<file path="config.mk">
export PLATFORM = sky130hd
export DESIGN_NAME = wxyz_sequencer_flat
export DESIGN_NICKNAME = d
export VERILOG_FILES = /design/src/rtl/wxyz_sequencer_if.sv /design/src/rtl/wxyz_sequencer.sv /design/src/flat_wrapper.sv
export SDC_FILE = /design/constraint.sdc
export NUM_CORES = 1
export LEC_CHECK = 0
export BUFFER_PORTS_ARGS = -buffer_cell sky130_fd_sc_hd__buf_4
export CAP_MARGIN = 15
export CORE_AREA = 5 5 67 69
export CTS_CLUSTER_DIAMETER = 100
export CTS_CLUSTER_SIZE = 25
export DETAILED_ROUTE_END_ITERATION = 8
export DIE_AREA = 0 0 72 74
export GPL_ROUTABILITY_DRIVEN = 0
export GPL_TIMING_DRIVEN = 0
export SLEW_MARGIN = 5
export SYNTH_ARGS = -nofsm -noshare
export SYNTH_HDL_FRONTEND = slang
export SYNTH_SLANG_ARGS = --single-unit
</file>
<file path="constraint.sdc">
create_clock -name clk -period 2.8 [get_ports clk]
set_input_delay 0.7 -clock clk [delete_from_list [all_inputs] [get_ports clk]]
set_output_delay 0.7 -clock clk [all_outputs]
set_load 0.1 [all_outputs]
</file>
<file path="src/rtl/wxyz_sequencer_if.sv">
// Bundle of sweep controls and converter-facing outputs of wxyz_sequencer.
// slave = the sequencer itself, master = whoever drives start/stop/pause.
interface wxyz_sequencer_if;
    logic       start;
    logic       stop;
    logic       pause;
    logic       w;
    logic       x;
    logic       y;
    logic       z;
    logic [3:0] seq_idx;
    logic       valid;
    logic       busy;
    logic       done;
    logic       wrap;

    modport slave (
        input  start, stop, pause,
        output w, x, y, z, seq_idx, valid, busy, done, wrap
    );

    modport master (
        output start, stop, pause,
        input  w, x, y, z, seq_idx, valid, busy, done, wrap
    );
endinterface

</file>
<file path="src/rtl/wxyz_sequencer.sv">
// Sweeps the 16 converter input codes, holding each for DWELL cycles, with pause/stop/loop.
// Define WXYZ_SEQ_GRAY_EN to present codes in reflected Gray order instead of binary.
//
//   state  | meaning
//   IDLE   | no sweep, outputs zero, waiting for start
//   RUN    | presenting code(seq_idx), dwell counter decrementing
//   HOLD   | paused; code, index and counter frozen
//   DONE   | one-shot sweep complete, done high until start or stop
module wxyz_sequencer #(
    parameter int unsigned DWELL = 5,
    parameter bit          LOOP  = 1'b0
) (
    input  logic              clk,
    input  logic              rst_n,
    wxyz_sequencer_if.slave   bus
);

    localparam logic [15:0] RELOAD = 16'(DWELL - 1);

    typedef enum logic [1:0] {
        S_IDLE = 2'd0,
        S_RUN  = 2'd1,
        S_HOLD = 2'd2,
        S_DONE = 2'd3
    } state_t;

    state_t      state_q, state_d;
    logic [15:0] cnt_q, cnt_d;
    logic [3:0]  idx_q, idx_d;
    logic [3:0]  code_q, code_d;
    logic        valid_q, valid_d;
    logic        busy_q, busy_d;
    logic        done_q, done_d;
    logic        wrap_q, wrap_d;
    logic        active_d;

    function automatic logic [3:0] to_code(input logic [3:0] idx);
`ifdef WXYZ_SEQ_GRAY_EN
        return idx ^ {1'b0, idx[3:1]};
`else
        return idx;
`endif
    endfunction

    always_comb begin
        state_d = state_q;
        cnt_d   = cnt_q;
        idx_d   = idx_q;
        wrap_d  = 1'b0;

        if (bus.stop) begin
            state_d = S_IDLE;
            cnt_d   = '0;
            idx_d   = '0;
        end else begin
            case (state_q)
                S_IDLE, S_DONE: begin
                    if (bus.start) begin
                        state_d = S_RUN;
                        idx_d   = '0;
                        cnt_d   = RELOAD;
                    end
                end
                S_RUN, S_HOLD: begin
                    if (bus.pause) begin
                        state_d = S_HOLD;
                    end else begin
                        // Leaving HOLD counts as a normal dwell cycle, so HOLD cycles are the only ones excluded.
                        state_d = S_RUN;
                        if (cnt_q != 16'd0) begin
                            cnt_d = cnt_q - 16'd1;
                        end else if (idx_q != 4'hF) begin
                            idx_d = idx_q + 4'd1;
                            cnt_d = RELOAD;
                        end else if (LOOP) begin
                            idx_d  = '0;
                            cnt_d  = RELOAD;
                            wrap_d = 1'b1;
                        end else begin
                            state_d = S_DONE;
                            idx_d   = '0;
                            cnt_d   = '0;
                        end
                    end
                end
                default: begin
                    state_d = S_IDLE;
                    idx_d   = '0;
                    cnt_d   = '0;
                end
            endcase
        end

        active_d = (state_d == S_RUN) || (state_d == S_HOLD);
        code_d   = active_d ? to_code(idx_d) : 4'd0;
        valid_d  = active_d;
        busy_d   = active_d;
        done_d   = (state_d == S_DONE);
    end

    always_ff @(posedge clk or negedge rst_n) begin
        if (!rst_n) begin
            state_q <= S_IDLE;
            cnt_q   <= '0;
            idx_q   <= '0;
            code_q  <= '0;
            valid_q <= 1'b0;
            busy_q  <= 1'b0;
            done_q  <= 1'b0;
            wrap_q  <= 1'b0;
        end else begin
            state_q <= state_d;
            cnt_q   <= cnt_d;
            idx_q   <= idx_d;
            code_q  <= code_d;
            valid_q <= valid_d;
            busy_q  <= busy_d;
            done_q  <= done_d;
            wrap_q  <= wrap_d;
        end
    end

    assign bus.w       = code_q[3];
    assign bus.x       = code_q[2];
    assign bus.y       = code_q[1];
    assign bus.z       = code_q[0];
    assign bus.seq_idx = idx_q;
    assign bus.valid   = valid_q;
    assign bus.busy    = busy_q;
    assign bus.done    = done_q;
    assign bus.wrap    = wrap_q;

endmodule

</file>
<file path="src/flat_wrapper.sv">
// flat-port wrapper written by rule: the top's interface ports become plain ports
module wxyz_sequencer_flat 
#(
    parameter int unsigned DWELL = 5,
    parameter bit          LOOP  = 1'b0
)
  (clk, rst_n, bus_start, bus_stop, bus_pause, bus_w, bus_x, bus_y, bus_z, bus_seq_idx, bus_valid, bus_busy, bus_done, bus_wrap);
  wxyz_sequencer_if bus_i ();
  input  logic clk;
  input  logic rst_n;
  input wire logic [$bits(bus_i.start)-1:0] bus_start;
  input wire logic [$bits(bus_i.stop)-1:0] bus_stop;
  input wire logic [$bits(bus_i.pause)-1:0] bus_pause;
  output wire logic [$bits(bus_i.w)-1:0] bus_w;
  output wire logic [$bits(bus_i.x)-1:0] bus_x;
  output wire logic [$bits(bus_i.y)-1:0] bus_y;
  output wire logic [$bits(bus_i.z)-1:0] bus_z;
  output wire logic [$bits(bus_i.seq_idx)-1:0] bus_seq_idx;
  output wire logic [$bits(bus_i.valid)-1:0] bus_valid;
  output wire logic [$bits(bus_i.busy)-1:0] bus_busy;
  output wire logic [$bits(bus_i.done)-1:0] bus_done;
  output wire logic [$bits(bus_i.wrap)-1:0] bus_wrap;
  assign bus_i.start = bus_start;
  assign bus_i.stop = bus_stop;
  assign bus_i.pause = bus_pause;
  assign bus_w = bus_i.w;
  assign bus_x = bus_i.x;
  assign bus_y = bus_i.y;
  assign bus_z = bus_i.z;
  assign bus_seq_idx = bus_i.seq_idx;
  assign bus_valid = bus_i.valid;
  assign bus_busy = bus_i.busy;
  assign bus_done = bus_i.done;
  assign bus_wrap = bus_i.wrap;
  wxyz_sequencer #(.DWELL(DWELL), .LOOP(LOOP)) u_core (.clk(clk), .rst_n(rst_n), .bus(bus_i));
endmodule
</file>
* Yosys cells after proc, flatten, opt, wreduce, memory -nomap -nowiden *
Index checks and enable logic that the tools add are counted.

word-level totals
  register bits = 28
  output and inout bits = 12
  logic and storage cells = 42

cells by class
  add/sub/neg operators = 2
  equal/unequal tests = 9
  multiplexer cells = 19
  reductions and logical operators = 6

operator list
  cell                   count
  $mux 16                4
  $pmux 16 s2            1
  $mux 4                 6
  $reduce_bool 16->1     1
  $sub 16x1->16 const B  1
  $mux 2                 5
  $eq 2x2->1 const B     4
  $pmux 4 s2             1
  $ne 3x3->1 const B     2
  $add 4x1->4 const B    1
  $eq 2x1->1 const B     2
  $ne 4x4->1 const B     1
  $pmux 2 s2             1
  $reduce_or 2->1        2
  $mux 3                 1
  $logic_not 2->1        1
  $reduce_and 2->1       1
  $logic_or 1x1->1       1

* Longest topological paths before layout *
  word-level depth = 9
  mapped depth = 10
  mapped depth without buffers = 9

* Worst setup path after synthesis *
No wires, ideal clock.

  path type = reg2reg
  start point = reg u_core.cnt_q[0]
  end point = reg u_core.code_q[3]
  setup time = 123 ps
  data arrival time = 2258 ps
  data required time = 2677 ps
  setup slack = 419 ps
  stages on the path, launching flop included = 11
  buffers on the path = 1
  cells stage by stage = dfrtp_1 inv_1 ha_1 or4b_2 nor4_4 buf_6 a21oi_1 o21ai_0 ha_1 nand2_1 nor2_1

on the way
  word-level cells in the longest chain between the ends = 8
  elaborated cells on any way between the ends = 13
  those cells by class = 2 x eq/ne; 9 x mux; 2 x reduce/logical

RTL lines
  item                                             line                   source
  start: declaration                               wxyz_sequencer.sv:28   logic [15:0] cnt_q, cnt_d;
  start signal: assignment                         wxyz_sequencer.sv:113  cnt_q <= cnt_d;
  $reduce_bool 16->1 (*)                           wxyz_sequencer.sv:70   if (cnt_q != 16'd0) begin
  $mux 2 (*)                                       wxyz_sequencer.sv:70
  $mux 2 (*)                                       wxyz_sequencer.sv:65   if (bus.pause) begin
  $pmux 2 s2 (*)                                   wxyz_sequencer.sv:56   case (state_q)
  $mux 2 (*)                                       wxyz_sequencer.sv:51   if (bus.stop) begin
  net u_core.state_d[1]                            wxyz_sequencer.sv:27   state_t state_q, state_d;
  $eq 2x1->1 / $eq 2x2->1 (equally long branches)  wxyz_sequencer.sv:94   active_d = (state_d == S_RUN) || (state_d == S_HOLD);
  $logic_or 1x1->1 (*)                             wxyz_sequencer.sv:94
  net u_core.active_d                              wxyz_sequencer.sv:35   logic active_d;
  $mux 4 (*)                                       wxyz_sequencer.sv:95   code_d = active_d ? to_code(idx_d) : 4'd0;
  net u_core.code_d[3]                             wxyz_sequencer.sv:30   logic [3:0] code_q, code_d;
  end signal: assignment                           wxyz_sequencer.sv:115  code_q <= code_d;
  end: declaration                                 wxyz_sequencer.sv:30

The timed path passes the listed nets; every way through them passes the cells marked *.
A chain may end at the register's enable or synchronous reset.

* Worst setup path after layout *
Same ends and word-level chain as after synthesis.

==> impl_metrics.py <==
metrics = {
    "routing": {
        "antenna_left": 0,
        "wire_per_inst_um": 14.5,
        "drt_first_iter_violations": 62,
        "drc_errors": 0,
        "num_vias": 1210,
        "drt_pre_antenna_iters": 6,
        "drt-total-wl_um": 3210,
        "vias_per_cell": 5.48,
    },
    "setup_path": {
        "reg2reg_depth": 10,
        "cp.depth": 10,
        "path_buf_inv": 2,
        "cp_max_fo": 10,
        "r2r_end": "u_core.code_q[3]",
        "critPathTopFamily": "simple AND/OR/NAND/NOR gates",
        "crit_path_start_kind": "flop",
        "crit_required_ns": 2.96,
        "arrival_ns": 2.77,
        "critical_path.cell_chain": "inv_2 > ha_1 > or4b_2 > nor4_4 > buf_6 > a21oi_1 > o21ai_1 > ha_1 > nand2_2 > nor2_1",
        "criticalPathCategory": "flop to flop",
        "slowest_stage": "or4b_2",
        "cpPeakStageDelay_ns": 0.62,
        "r2r_slack_ns": 0.19,
        "rr_startpoint": "u_core.cnt_q[0]",
        "end_kind": "flop",
        "cpMostUsedCell": "ha_1",
    },
    "synth": {
        "synthAdderAreaFrac": 0.0340,
        "syn_avg_cell_area_um2": 9.56,
        "synth-seq-cells": 28,
        "yosysTopAreaCell": "dfrtp_1",
        "synthMuxAreaShare": 0.0221,
        "synth_top_area_share": 0.476,
        "synth-xor-area-share": 0.0416,
        "synth_area_leaders": "dfrtp_1 48%, nor2_1 5.1%, nand2_1 3.6%",
        "syn_inst": 154,
        "async_flop_share": 1.00,
        "syn_nets": 163,
        "synth_top_family_by_area": "simple AND/OR/NAND/NOR gates",
        "synth_most_common_cell": "dfrtp_1",
        "yosys.area_share.simple": 0.248,
        "ys_top_cells_by_count": "28 x dfrtp_1, 20 x nor2_1, 14 x nand2_1",
        "synth_compound_area_frac": 0.133,
        "yosys_warnings": 0,
        "synth_edf_count": 0,
        "netlist_area_mm2": 0.00147,
        "synth_ff_type": "dfrtp_1",
        "yosys.cell_types.count": 44,
        "ys_seq_area_frac": 0.476,
    },
    "timing": {
        "max_freq_mhz": 383,
        "period_share": 0.934,
        "finalClockSkew_ns": 0.00191,
        "min_period_ns": 2.61,
        "tightest_slew_ns": 0.590,
        "slew_headroom": 0.605,
        "setup_viol": 0,
        "hold_viol": 0,
        "rsz0062_at_grt": "no",
        "slew_violations": 0,
        "tns_ns": 0,
    },
    "grt": {
        "antenna_found_initial": 0,
        "grt_pass1_wl_um": 5750,
        "grt_util_all_layers": 0.137,
        "grt_max_degree": 29,
        "overflow": 0,
        "grt_pass1_vias": 1248,
    },
    "placement": {
        "portBuffers": 14,
        "hpwl_um": 2350,
    },
    "final_layout": {
        "finalNetCount": 182,
        "area_growth_pct": 14.4,
        "drive_above_1_share": 0.187,
        "nFillCells": 385,
        "antenna_cells": 0,
    },
    "die": {
        "core_area_mm2": 0.00386,
        "die_h_um": 74,
        "rows": 23,
        "io-pin-count": 17,
        "die_width_um": 72,
        "start_util": 0.382,
        "die-area_mm2": 0.00533,
    },
    "hold_path": {
        "hold_class": "input pin to async pin",
    },
    "cts": {
        "clockBufferDepth": 2,
        "clk_pin_slew_ns": 0.09,
        "clockRootBuffer": "clkbuf_8",
        "htree_levels": 1,
        "cts_hold_buf": 0,
        "cts_tree": "built",
        "cts_sinks": 28,
        "cts-buffers-inserted": 3,
        "insertion_delay_ns": 0.27,
    },
    "power_and_ir_drop": {
        "power.leakage_nw": 0.767,
        "total_power_mw": 1.57,
        "pwr_density_cell_mw_per_mm2": 929,
        "peakVddDrop_mv": 0.278,
    },
    "flow_run": {
        "maxCapViolCount": 0,
    },
    "status": {
        "status": "finished clean",
    },
}
==> layout by cell type, fill, tap and decap left out, types with 3 or more instances in the layout <==
cell type   n
nor3_1      7
buf_4      16
a21oi_1     4
xnor2_1     5
nand2_1    13
a31oi_1     3
o31ai_1     3
nor2_1     20
ha_1        4
clkbuf_1    3
o22ai_1     3
clkbuf_8    3
o21ai_0     6
nand3_1     6
or3_1       5
dfrtp_1    28
==> area by class of cell <==
| cell class | count | area, µm² | share of cell area |
|---|---|---|---|
| Timing Repair Buffer | 14 | 105 | 0.0624 |
| Tap cell | 50 | 62.6 | 0.0371 |
| Multi-Input combinational cell | 114 | 712 | 0.423 |
| Sequential cell | 28 | 701 | 0.416 |
| Buffer | 8 | 47.5 | 0.0282 |
| Inverter | 4 | 15.0 | 0.00892 |
| Clock buffer | 3 | 41.3 | 0.0245 |
==> metal layers <==
metal / wire, µm / track usage / share of wire
met1: 1470 / 0.175 / 0.46
met4: 38 / 0.0480 / 0.012
met2: 1560 / 0.232 / 0.49
met5: 0 / 0 / 0
met3: 139 / 0.0270 / 0.043
==> logic make-up (layout without fill, tap and decap cells) <==
logic type / count (synthesis) / in the layout
AND/OR/NAND/NOR: 69 / 69
other: 1 / 1
AO/OA/AOI/OAI: 30 / 30
multiplexers: 3 / 3
XOR/XNOR: 7 / 7
adder cells (fa/ha/maj): 4 / 4
flip-flops: 28 / 28
buffers and inverters: 12 / 29
==> flip-flops by register name, summed over array words and instances (netlist names) <==
signal and cells:
u_core.cnt_q 16, u_core.bus.valid 1, u_core.state_q 2, u_core.bus.seq_idx 4, u_core.bus.done 1, u_core.code_q 4
==> worst max-delay path by stage <==
stage	start	endpoint	slack [ns]
after CTS	u_core.cnt_q[0]	u_core.code_q[3]	0.09
after detailed placement	u_core.cnt_q[0]	u_core.code_q[3]	0.10
after global placement	u_core.cnt_q[0]	u_core.code_q[3]	0.14
final	u_core.cnt_q[0]	u_core.code_q[3]	0.19
after global routing	u_core.cnt_q[0]	u_core.code_q[3]	0.005
after floorplan	u_core.cnt_q[0]	u_core.code_q[3]	0.42
==> where the power goes <==
group / total (mW) / switching [mW] / internal [mW]
clock: 0.212 / 0.115 / 0.0965
sequential: 0.562 / 0.0821 / 0.480
combinational: 0.791 / 0.468 / 0.324
==> worst reg2reg max path: cells and delay by family (launching register included) <==
kind / cells / cell delay (ns)
and+or+nand+nor: 4 / 1.14
adders and majority gates: 2 / 0.41
buffers and inverters: 2 / 0.30
AOI/OAI and AO/OA: 2 / 0.24
DFF: 1 / 0.43
==> through the flow <==
stage	cells	util	setup WS (ns)	hold WS [ns]	instance area, µm²
CTS	221	0.436	0.0931	0.341	1680
floorplan	154	-	0.419	0.404	1470
global placement	218	0.425	0.139	0.509	1640
detailed placement	218	0.425	0.102	0.518	1640
global route	221	0.437	0.00454	0.348	1680
finish	221	0.437	0.186	0.328	1680
==> timing repair <==
item,4_1_cts,5_1_grt
setup endpoints to repair,0,4
endpoints found under the hold margin,0,0
gates resized for setup,0,4
buffers inserted,0,0
(Power assumes the default switching activity.)
